**src/rtl/stream_framer.sv**
```systemverilog
// Re-frames an AXI-Stream video-like flow: regenerates tuser/tlast from beat counters,
// drops pre-frame junk, flags marker disagreements and pads out frames whose source stalls.
module stream_framer #(
    parameter int                          AXIS_TDATA_WIDTH = 32,
    parameter int                          MAX_DIM_W        = 12,
    parameter int                          TIMEOUT_CYCLES   = 1024,
    parameter logic [AXIS_TDATA_WIDTH-1:0] PAD_VALUE        = '0
) (
    input  logic                        aclk,
    input  logic                        aresetn,
    input  logic [MAX_DIM_W-1:0]        cfg_width,
    input  logic [MAX_DIM_W-1:0]        cfg_height,
    input  logic [AXIS_TDATA_WIDTH-1:0] s_axis_tdata,
    input  logic                        s_axis_tvalid,
    output logic                        s_axis_tready,
    input  logic                        s_axis_tlast,
    input  logic                        s_axis_tuser,
    output logic [AXIS_TDATA_WIDTH-1:0] m_axis_tdata,
    output logic                        m_axis_tvalid,
    input  logic                        m_axis_tready,
    output logic                        m_axis_tlast,
    output logic                        m_axis_tuser,
    output logic                        frame_err,
    output logic                        line_err,
    output logic                        timeout_err,
    output logic [15:0]                 drop_cnt
);

    localparam int IDLE_W = $clog2(TIMEOUT_CYCLES + 1);
    localparam logic [MAX_DIM_W-1:0] DIM_ONE    = MAX_DIM_W'(1);
    localparam logic [IDLE_W-1:0]    IDLE_ONE   = IDLE_W'(1);
    localparam logic [IDLE_W-1:0]    TIMEOUT_M1 = IDLE_W'(TIMEOUT_CYCLES - 1);

    typedef enum logic [1:0] {
        S_IDLE   = 2'd0,
        S_ACTIVE = 2'd1,
        S_PAD    = 2'd2
    } state_t;

    function automatic logic [15:0] sat_inc16(input logic [15:0] v);
        return (v == 16'hFFFF) ? v : v + 16'd1;
    endfunction

    state_t                  state_q, state_d;
    logic [MAX_DIM_W-1:0]    w_q, h_q, col_q, row_q;
    logic [IDLE_W-1:0]       idle_q;
    logic [15:0]             drop_q;

    logic                        vld_p1, tlast_p1, tuser_p1;
    logic [AXIS_TDATA_WIDTH-1:0] tdata_p1;

    logic                    out_free, in_ready, accept, sof, cfg_ok, start;
    logic                    data_beat, pad_beat, emit, drop, early_sof;
    logic                    line_mis, idle_tick, timeout_hit, at_eol, at_eof;
    logic [MAX_DIM_W-1:0]    eff_w, eff_h, eff_col, eff_row;

    assign out_free = m_axis_tready || !vld_p1;

    // State register
    always_ff @(posedge aclk or negedge aresetn) begin
        if (!aresetn) begin
            state_q <= S_IDLE;
        end else begin
            state_q <= state_d;
        end
    end

    // Output / control decode. A start-of-frame beat is evaluated against the
    // freshly presented config at position (0,0), so 1-wide or 1x1 frames close on it.
    always_comb begin
        in_ready    = out_free && (state_q != S_PAD);
        accept      = s_axis_tvalid && in_ready;
        sof         = accept && s_axis_tuser;
        cfg_ok      = (cfg_width != '0) && (cfg_height != '0);
        start       = sof && cfg_ok && (state_q != S_PAD);
        data_beat   = accept && !s_axis_tuser && (state_q == S_ACTIVE);
        pad_beat    = (state_q == S_PAD) && out_free;
        emit        = start || data_beat || pad_beat;
        drop        = accept && !start && !data_beat;
        early_sof   = sof && (state_q == S_ACTIVE);

        eff_w       = start ? cfg_width  : w_q;
        eff_h       = start ? cfg_height : h_q;
        eff_col     = start ? '0 : col_q;
        eff_row     = start ? '0 : row_q;
        at_eol      = (eff_col == eff_w - DIM_ONE);
        at_eof      = at_eol && (eff_row == eff_h - DIM_ONE);

        line_mis    = (start || data_beat) && (s_axis_tlast != at_eol);
        // Only starved cycles count; a downstream stall drops in_ready and freezes the count.
        idle_tick   = (state_q == S_ACTIVE) && in_ready && !s_axis_tvalid;
        timeout_hit = idle_tick && (idle_q == TIMEOUT_M1);
    end

    assign s_axis_tready = in_ready;

    // Next-state logic
    always_comb begin
        state_d = state_q;
        unique case (state_q)
            S_IDLE: begin
                if (start) begin
                    state_d = at_eof ? S_IDLE : S_ACTIVE;
                end
            end
            S_ACTIVE: begin
                if (start) begin
                    state_d = at_eof ? S_IDLE : S_ACTIVE;
                end else if (sof) begin
                    // restart request with an unusable config abandons the frame
                    state_d = S_IDLE;
                end else if (data_beat && at_eof) begin
                    state_d = S_IDLE;
                end else if (timeout_hit) begin
                    state_d = S_PAD;
                end
            end
            S_PAD: begin
                if (pad_beat && at_eof) begin
                    state_d = S_IDLE;
                end
            end
            default: state_d = S_IDLE;
        endcase
    end

    // Frame geometry, position and idle tracking
    always_ff @(posedge aclk or negedge aresetn) begin
        if (!aresetn) begin
            w_q    <= '0;
            h_q    <= '0;
            col_q  <= '0;
            row_q  <= '0;
            idle_q <= '0;
            drop_q <= '0;
        end else begin
            if (start) begin
                w_q <= cfg_width;
                h_q <= cfg_height;
            end
            if (emit) begin
                if (at_eol) begin
                    col_q <= '0;
                    row_q <= eff_row + DIM_ONE;
                end else begin
                    col_q <= eff_col + DIM_ONE;
                    row_q <= eff_row;
                end
            end
            if (accept || (state_q != S_ACTIVE) || timeout_hit) begin
                idle_q <= '0;
            end else if (idle_tick) begin
                idle_q <= idle_q + IDLE_ONE;
            end
            if (drop) begin
                drop_q <= sat_inc16(drop_q);
            end
        end
    end

    // Output register stage
    always_ff @(posedge aclk or negedge aresetn) begin
        if (!aresetn) begin
            vld_p1      <= 1'b0;
            tdata_p1    <= '0;
            tlast_p1    <= 1'b0;
            tuser_p1    <= 1'b0;
            frame_err   <= 1'b0;
            line_err    <= 1'b0;
            timeout_err <= 1'b0;
        end else begin
            if (emit) begin
                vld_p1   <= 1'b1;
                tdata_p1 <= pad_beat ? PAD_VALUE : s_axis_tdata;
                tlast_p1 <= at_eol;
                tuser_p1 <= start;
            end else if (m_axis_tready) begin
                vld_p1   <= 1'b0;
            end
            frame_err   <= early_sof;
            line_err    <= line_mis;
            timeout_err <= timeout_hit;
        end
    end

    assign m_axis_tvalid = vld_p1;
    assign m_axis_tdata  = tdata_p1;
    assign m_axis_tlast  = tlast_p1;
    assign m_axis_tuser  = tuser_p1;
    assign drop_cnt      = drop_q;

endmodule

```
**config.mk**
```make
export PLATFORM = sky130hd
export DESIGN_NAME = stream_framer
export DESIGN_NICKNAME = d
export VERILOG_FILES = /design/src/rtl/stream_framer.sv
export SDC_FILE = /design/constraint.sdc
export NUM_CORES = 1
export LEC_CHECK = 0
export ABC_AREA = 1
export CORE_AREA = 2 2 157 159
export DETAILED_ROUTE_END_ITERATION = 7
export DIE_AREA = 0 0 159 161
export GPL_ROUTABILITY_DRIVEN = 0
export PLACE_DENSITY = 0.5
export SETUP_SLACK_MARGIN = 0.3
export SLEW_MARGIN = 10
export SYNTH_ARGS = -nofsm -noshare
export SYNTH_HDL_FRONTEND = slang
export SYNTH_SLANG_ARGS = --single-unit
```
**constraint.sdc**
```tcl
create_clock -name aclk -period 2.9 [get_ports aclk]
set_input_delay 0.58 -clock aclk [delete_from_list [all_inputs] [get_ports aclk]]
set_output_delay 0.58 -clock aclk [all_outputs]
set_load 0.03 [all_outputs]
```
==> Word-level counts from Yosys, hierarchy flattened <==
Cells that the tools add are included.
{ "word_totals": {"out_inout_bits": 55, "rom_bits": 0, "inputBits": 62, "ram_bits": 0, "latchBits": 0, "register_bits": 115, "mem_count": 0} }
{ "op_classes": {"bitwise": 1, "n_eq_ne": 12, "n_reduce_logical": 36, "n_mul": 0, "n_addsub": 6, "n_div": 0, "n_lt_le_gt_ge": 0, "muxes": 19, "shifts": 0} }
{ "ops": {"columns": ["operator", "count"], "rows": [
  ["12-bit two-way mux", 6],
  ["32-bit two-way mux", 1],
  ["12-bit by 1-bit adder with 12-bit output (second input constant)", 2],
  ["12-bit equality test", 2],
  ["12-bit nonzero test", 2],
  ["12-bit by 1-bit subtractor with 12-bit output (second input constant)", 2],
  ["11-bit two-way mux", 2],
  ["1-bit logical AND", 19],
  ["16-bit by 1-bit adder with 16-bit output (second input constant)", 1],
  ["16-bit equality test (second input constant)", 1],
  ["2-bit two-way mux", 6],
  ["11-bit by 1-bit adder with 11-bit output (second input constant)", 1],
  ["11-bit by 10-bit equality test with 1-bit output (second input constant)", 1],
  ["2-bit one-hot mux with 3 select lines", 1],
  ["1-bit logical NOT", 5],
  ["1-bit logical OR", 5],
  ["5-bit by 4-bit != test with 1-bit output (second input constant)", 1],
  ["2-bit by 1-bit != test with 1-bit output (second input constant)", 2],
  ["2-bit != test (second input constant)", 2],
  ["2-bit nonzero test", 2],
  ["1-bit two-way mux", 3],
  ["3-bit AND reduction", 1],
  ["2-bit by 1-bit equality test with 1-bit output (second input constant)", 1],
  ["2-bit equality test (second input constant)", 1],
  ["4 further kinds", 4]
]} }

==> Depth between registers and ports, before layout <==
Gate-level depths: netlist of the first run.
{ "logic_depth": {"word_depth": 16, "depth_mapped": 23, "mapped_depth_nobuf": 22} }

==> Worst setup path before layout of the first run <==
No wires, ideal clock.
{ "synth_timing": {"kind": "input to register", "from": "input cfg_height[11]", "to": "register state_q[0]", "setup_slack_ns": -0.082, "n_path_buf": 2, "t_arrival_ns": 2.865, "cell_stages": 20, "path_cell_list": "or2_0 -> nor2_2 -> nand2_4 -> buf_2 -> nand4_1 -> nand2_2 -> ha_1 -> nand3_1 -> nand3_1 -> nor2_1 -> nand3_1 -> nor2_4 -> nand3_2 -> nor2_2 -> nand3_2 -> buf_6 -> inv_6 -> nand2_1 -> nand3_1 -> nand2_1"} }
{ "synth_between": {"elab_chain_len": 13, "word_cells_on_any_way": 25, "cone_classes": "add/sub (2); eq/ne (5); mux (10); reduce/logical (8)"} }
{ "synth_rtl": {"columns": ["item", "line", "source"], "rows": [
  ["start: declaration", "12", "input logic [MAX_DIM_W-1:0] cfg_height,"],
  ["12-bit nonzero test", "74", "cfg_ok = (cfg_width != '0) && (cfg_height != '0);"],
  ["1-bit logical AND", "74", null],
  ["1-bit logical AND (2 in a row)", "75", "start = sof && cfg_ok && (state_q != S_PAD);"],
  ["12-bit two-way mux, on equally long branches", null, null],
  ["12-bit by 1-bit subtractor with 12-bit output, on equally long branches", "86, 87", null],
  ["12-bit equality test, on equally long branches", "86, 87", null],
  ["1-bit logical AND", "87", "at_eof = at_eol && (eff_row == eff_h - DIM_ONE);"],
  ["1-bit logical AND", "112", "end else if (data_beat && at_eof) begin"],
  ["2-bit two-way mux", "112", null],
  ["2-bit two-way mux", "109", "end else if (sof) begin"],
  ["2-bit two-way mux", "107", "if (start) begin"],
  ["2-bit one-hot mux with 3 select lines", "100", "unique case (state_q)"],
  ["end signal: assignment", "64", "state_q <= state_d;"],
  ["end: declaration", "44", "state_t state_q, state_d;"]
]} }
Several ways; a longest one is shown, not always the timed one. The select of a mux whose other input is x is not followed.
A chain may end at the register's enable or synchronous reset.

==> Worst setup path after layout of the first run <==
{ "layout_timing": {"from": "register state_q[0]", "to": "register row_q[1]"} }
{ "layout_between": {"elab_chain_len": 10, "word_cells_on_any_way": 20, "cone_classes": "add/sub (2); eq/ne (4); mux (4); reduce/logical (10)"} }
{ "layout_rtl": {"columns": ["item", "line", "source"], "rows": [
  ["2-bit != test", "71, 75", null],
  ["1-bit logical AND", "71", "in_ready = out_free && (state_q != S_PAD);"],
  ["1-bit logical AND", "72", "accept = s_axis_tvalid && in_ready;"],
  ["1-bit logical AND", "73", "sof = accept && s_axis_tuser;"],
  ["1-bit logical AND (2 in a row)", "75", null],
  ["12-bit two-way mux", "82", "eff_w = start ? cfg_width : w_q;"],
  ["12-bit by 1-bit subtractor with 12-bit output", "86", "at_eol = (eff_col == eff_w - DIM_ONE);"],
  ["12-bit equality test", "86", null],
  ["12-bit two-way mux", "142", "if (at_eol) begin"],
  ["end signal: assignment", "144", "row_q <= eff_row + DIM_ONE;"],
  ["end signal: assignment", "147", "row_q <= eff_row;"],
  ["end: declaration", "45", "logic [MAX_DIM_W-1:0] w_q, h_q, col_q, row_q;"]
]} }
Several ways; a longest one is shown, not always the timed one.

==> flow_summary_export.csv, run 1 <==
group,metric,value,unit
worst_setup_path,worstPathArrival,3090,ps
power_and_ir_drop,combPwrFrac,39.0,%
floorplanning,fp.dieArea,25600,um^2
power_and_ir_drop,clkPwrFrac,31.5,%
power_and_ir_drop,p_total,7.193,mW
synthesis,ys_seq_area_share,40.46,%
placement,io_buffers,116,
clock_tree,clockBufferDepth,2,
timing,finalHoldViolCount,0,
worst_setup_path,r2r-start,"state_q[0]$_DFFE_PN0P_",
detailed_routing,first_pass_iters,5,
grt,grt_util_all_layers,17.35,%
synthesis,synthesis.area,7113,um^2
synthesis,synth.distinct_cells,42,
clock_tree,clock-root-buffer,"clkbuf_16",
clock_tree,cts_tree,"done",
clock_tree,numCtsBuffers,17,
worst_setup_path,worst_setup_path_start_kind,"flip-flop",
worst_setup_path,crit_start,"state_q[0]$_DFFE_PN0P_",
floorplanning,core,23960,um^2
floorplanning,rows,57,
timing,worst_pin_slew,496.2,ps
synthesis,yosys_register_bits,115,
timing,rsz0062_at_grt,"yes",
power_and_ir_drop,seqPwrFrac,29.5,%
run,max-cap-violations,0,
floorplanning,initial_utilization,29.68,%
synthesis,synth_top_cell_by_area,"dfrtp_1",
detailed_routing,viasPerCell,4.510,
layout,fillers,2413,
grt,grt_pass1_vias,7276,
grt,overflow,0,
detailed_routing,drt-total-wl,21.48,mm
layout,num-nets-final,1314,
clock_tree,clkTransAtPathRegs,60,ps
power_and_ir_drop,p_per_area,653.1,nW/um^2
power_and_ir_drop,p_sw,2.550,mW
power_and_ir_drop,p_int,4.643,mW
synthesis,netlist.area_leader.share,40.46,%
synthesis,postSynthAreaPerCell,7.440,um^2
synthesis,synth_warnings,0,
clock_tree,insertion_delay,420,ps
detailed_routing,vias,7139,
power_and_ir_drop,swShare,35.45,%
timing,fmaxAchievable,357.7,MHz
layout,drive_above_1_share,28.06,%
floorplanning,die_w,159,um
timing,maxSlewHeadroom,66.92,%
detailed_routing,drt_iter0_markers,330,
timing,period_share,96.41,%
layout,layout_commonest_cell,"nand2_1",
worst_setup_path,setup.worst_path.class,"reg -> reg",
timing,holdWs,132.5,ps
clock_tree,cts_sinks,115,
detailed_routing,wire_per_inst,13.57,um
timing,maxSlewViolCount,0,
run_status,status,"finished clean",
detailed_routing,drc,0,
synthesis,syn_nets,1024,
layout,syn_to_final_growth,54.83,%
power_and_ir_drop,leakagePower,5.575,nW
synthesis,synthTopCellsByArea,"dfrtp_1 (40%), nand2_1 (15%), inv_1 (7.1%)",
synthesis,postSynthCellCount,956,
floorplanning,num_io_pins,117,
placement,hpwl,15.22,mm
grt,grt_pass1_wl,36.18,mm
worst_setup_path,end_kind,"flip-flop",
detailed_routing,final_antenna_net_count,0,
placement,place_inst,1520,
layout,most-common-layout-cells,"nand2_1 (262), buf_4 (155), inv_1 (124), dfrtp_1 (115), clkdlybuf4s50_1 (88)",
clock_tree,cts_hold_buffers,0,
timing,finalSetupViolations,0,
grt,grt_max_degree,58,
timing,fin_crit,2796,ps
clock_tree,cts_max_level,4,
floorplanning,die_h,161,um
worst_setup_path,worstPathRequired,3200,ps
power_and_ir_drop,worst_ir_drop_vdd,0.0004074,V
worst_setup_path,cp_max_fo,8,
grt,grt_antenna_before_repair,2,
timing,skew,7.739,ps
worst_hold_path,min-delay-path-class,"in -> async",
layout,fin_cells,1583,
[flip-flops by register name, summed over array words and instances (netlist names), 2 cells and up]
signal,flops
row_q,12
m_axis_tdata,32
idle_q,11
col_q,12
w_q,12
state_q,2
drop_cnt,16
h_q,12
[cells in the mapped netlist (all sizes together)]
cell type  count
nand2        308
inv          138
dfrtp        115
nor2          88
nand3         84
nand4         51
a22o          32
o21ai         28
xor2          23
nor3          19
buf           16
a21oi         11
clkbuf         9
xnor2          9
ha             6
nand3b         4
nor4           4
or2            3
and3           2
nor3b          2
o22ai          2
and2           1
o31ai          1
[critical path: stages, from the launching register on]
cell and delay, ps:
dfrtp_1 360, inv_2 60, nand2_4 70, nand3_4 80
nor2_4 180, buf_6 150, nand4_1 140, nand2_4 130
ha_4 140, nand3_4 60, nor2_4 220, nand3_1 120
nand3_2 120, nand2_2 80, a21oi_1 240, nand3_4 190
buf_6 160, nor2_1 90, o21ai_1 80
[kinds of logic after synthesis]
| kind of cell | synth area share [%] |
|---|---|
| compound gates | 7.124 |
| xor+xnor | 3.940 |
| fa+ha+maj | 1.055 |
| buf+inv | 9.973 |
| flops | 40.46 |
| simple gates | 37.45 |
[power groups by stage]
stage	clock network (mW)	registers [mW]	logic, mW
finish	2.26	2.12	2.81
floorplan	0	2.50	1.13
detailed placement	0	2.14	2.63
CTS	2.32	2.12	2.76
global route	2.39	2.17	3.07
global placement	0	2.15	2.61
[worst paths after layout]
| kind | end | slack (ps) | cells after the start |
|---|---|---|---|
| hold reg to reg | row_q[10]$_DFFE_PN0P_ | 480 | 2 |
| max in group asynchronous | w_q[10]$_DFF_PN0_ | 2050 | 2 |
| setup / recovery | row_q[1]$_DFFE_PN0P_ | 100 | 18 |
| min in group aclk | row_q[10]$_DFFE_PN0P_ | 480 | 2 |
| hold / removal | m_axis_tdata[14]$_DFFE_PN0P_ | 130 | 1 |
| setup reg to reg | row_q[1]$_DFFE_PN0P_ | 100 | 18 |
[per-stage QoR]
stage	setup WS [ps]	util (%)	TNS, ps	cell area, um^2
2_1_floorplan	-47.34	-	-48.71	7212
3_5_place_dp	-746.8	40.72	-19250	9757
3_3_place_gp	-735.4	40.72	-17390	9757
6_report	104.1	45.96	0	11010
4_1_cts	62.54	45.20	0	10830
5_1_grt	-120.6	45.96	-1660	11010
[layout make-up]
cell class	count	area, um^2	share of cell area [%]
multi-input cells	679	3934	35.72
flip-flops and latches	115	2878	26.13
repair buffers	295	2644	24.01
inverters	138	523.0	4.749
clock buffers	22	474.2	4.306
well taps	324	405.4	3.681
clock inverters	9	152.6	1.386
diodes	1	2.502	0.02272
[routing by layer]
layer / vias to the layer above / track usage [%] / part of all wire, % / routed length [um]
li1: 3679 / - / - / -
met1: 3277 / 22.75 / 46 / 9984
met2: 163 / 28.18 / 47 / 10000
met3: 18 / 5.008 / 5.9 / 1264
met4: 2 / 4.545 / 0.99 / 212
met5: - / 0 / 0.061 / 13
[timing repair]
action                                  in CTS  in global routing
setup buffers                               25                  5
gates resized for setup                    115                 44
pin swaps                                   60                 52
cloned                                       1                  0
endpoints found under the setup margin      33                 30
Note: power is estimated with default switching activity, not from simulation.
==> run 2, diff against run 1 <==
--- a/config.mk
+++ b/config.mk
@@ -9,7 +9,6 @@
 export CORE_AREA = 2 2 157 159
 export DETAILED_ROUTE_END_ITERATION = 7
 export DIE_AREA = 0 0 159 161
-export GPL_ROUTABILITY_DRIVEN = 0
 export PLACE_DENSITY = 0.5
 export SETUP_SLACK_MARGIN = 0.3
 export SLEW_MARGIN = 10
==> results of run 2 <==
Final layout, timing and power as in run 1 (identical DEF).
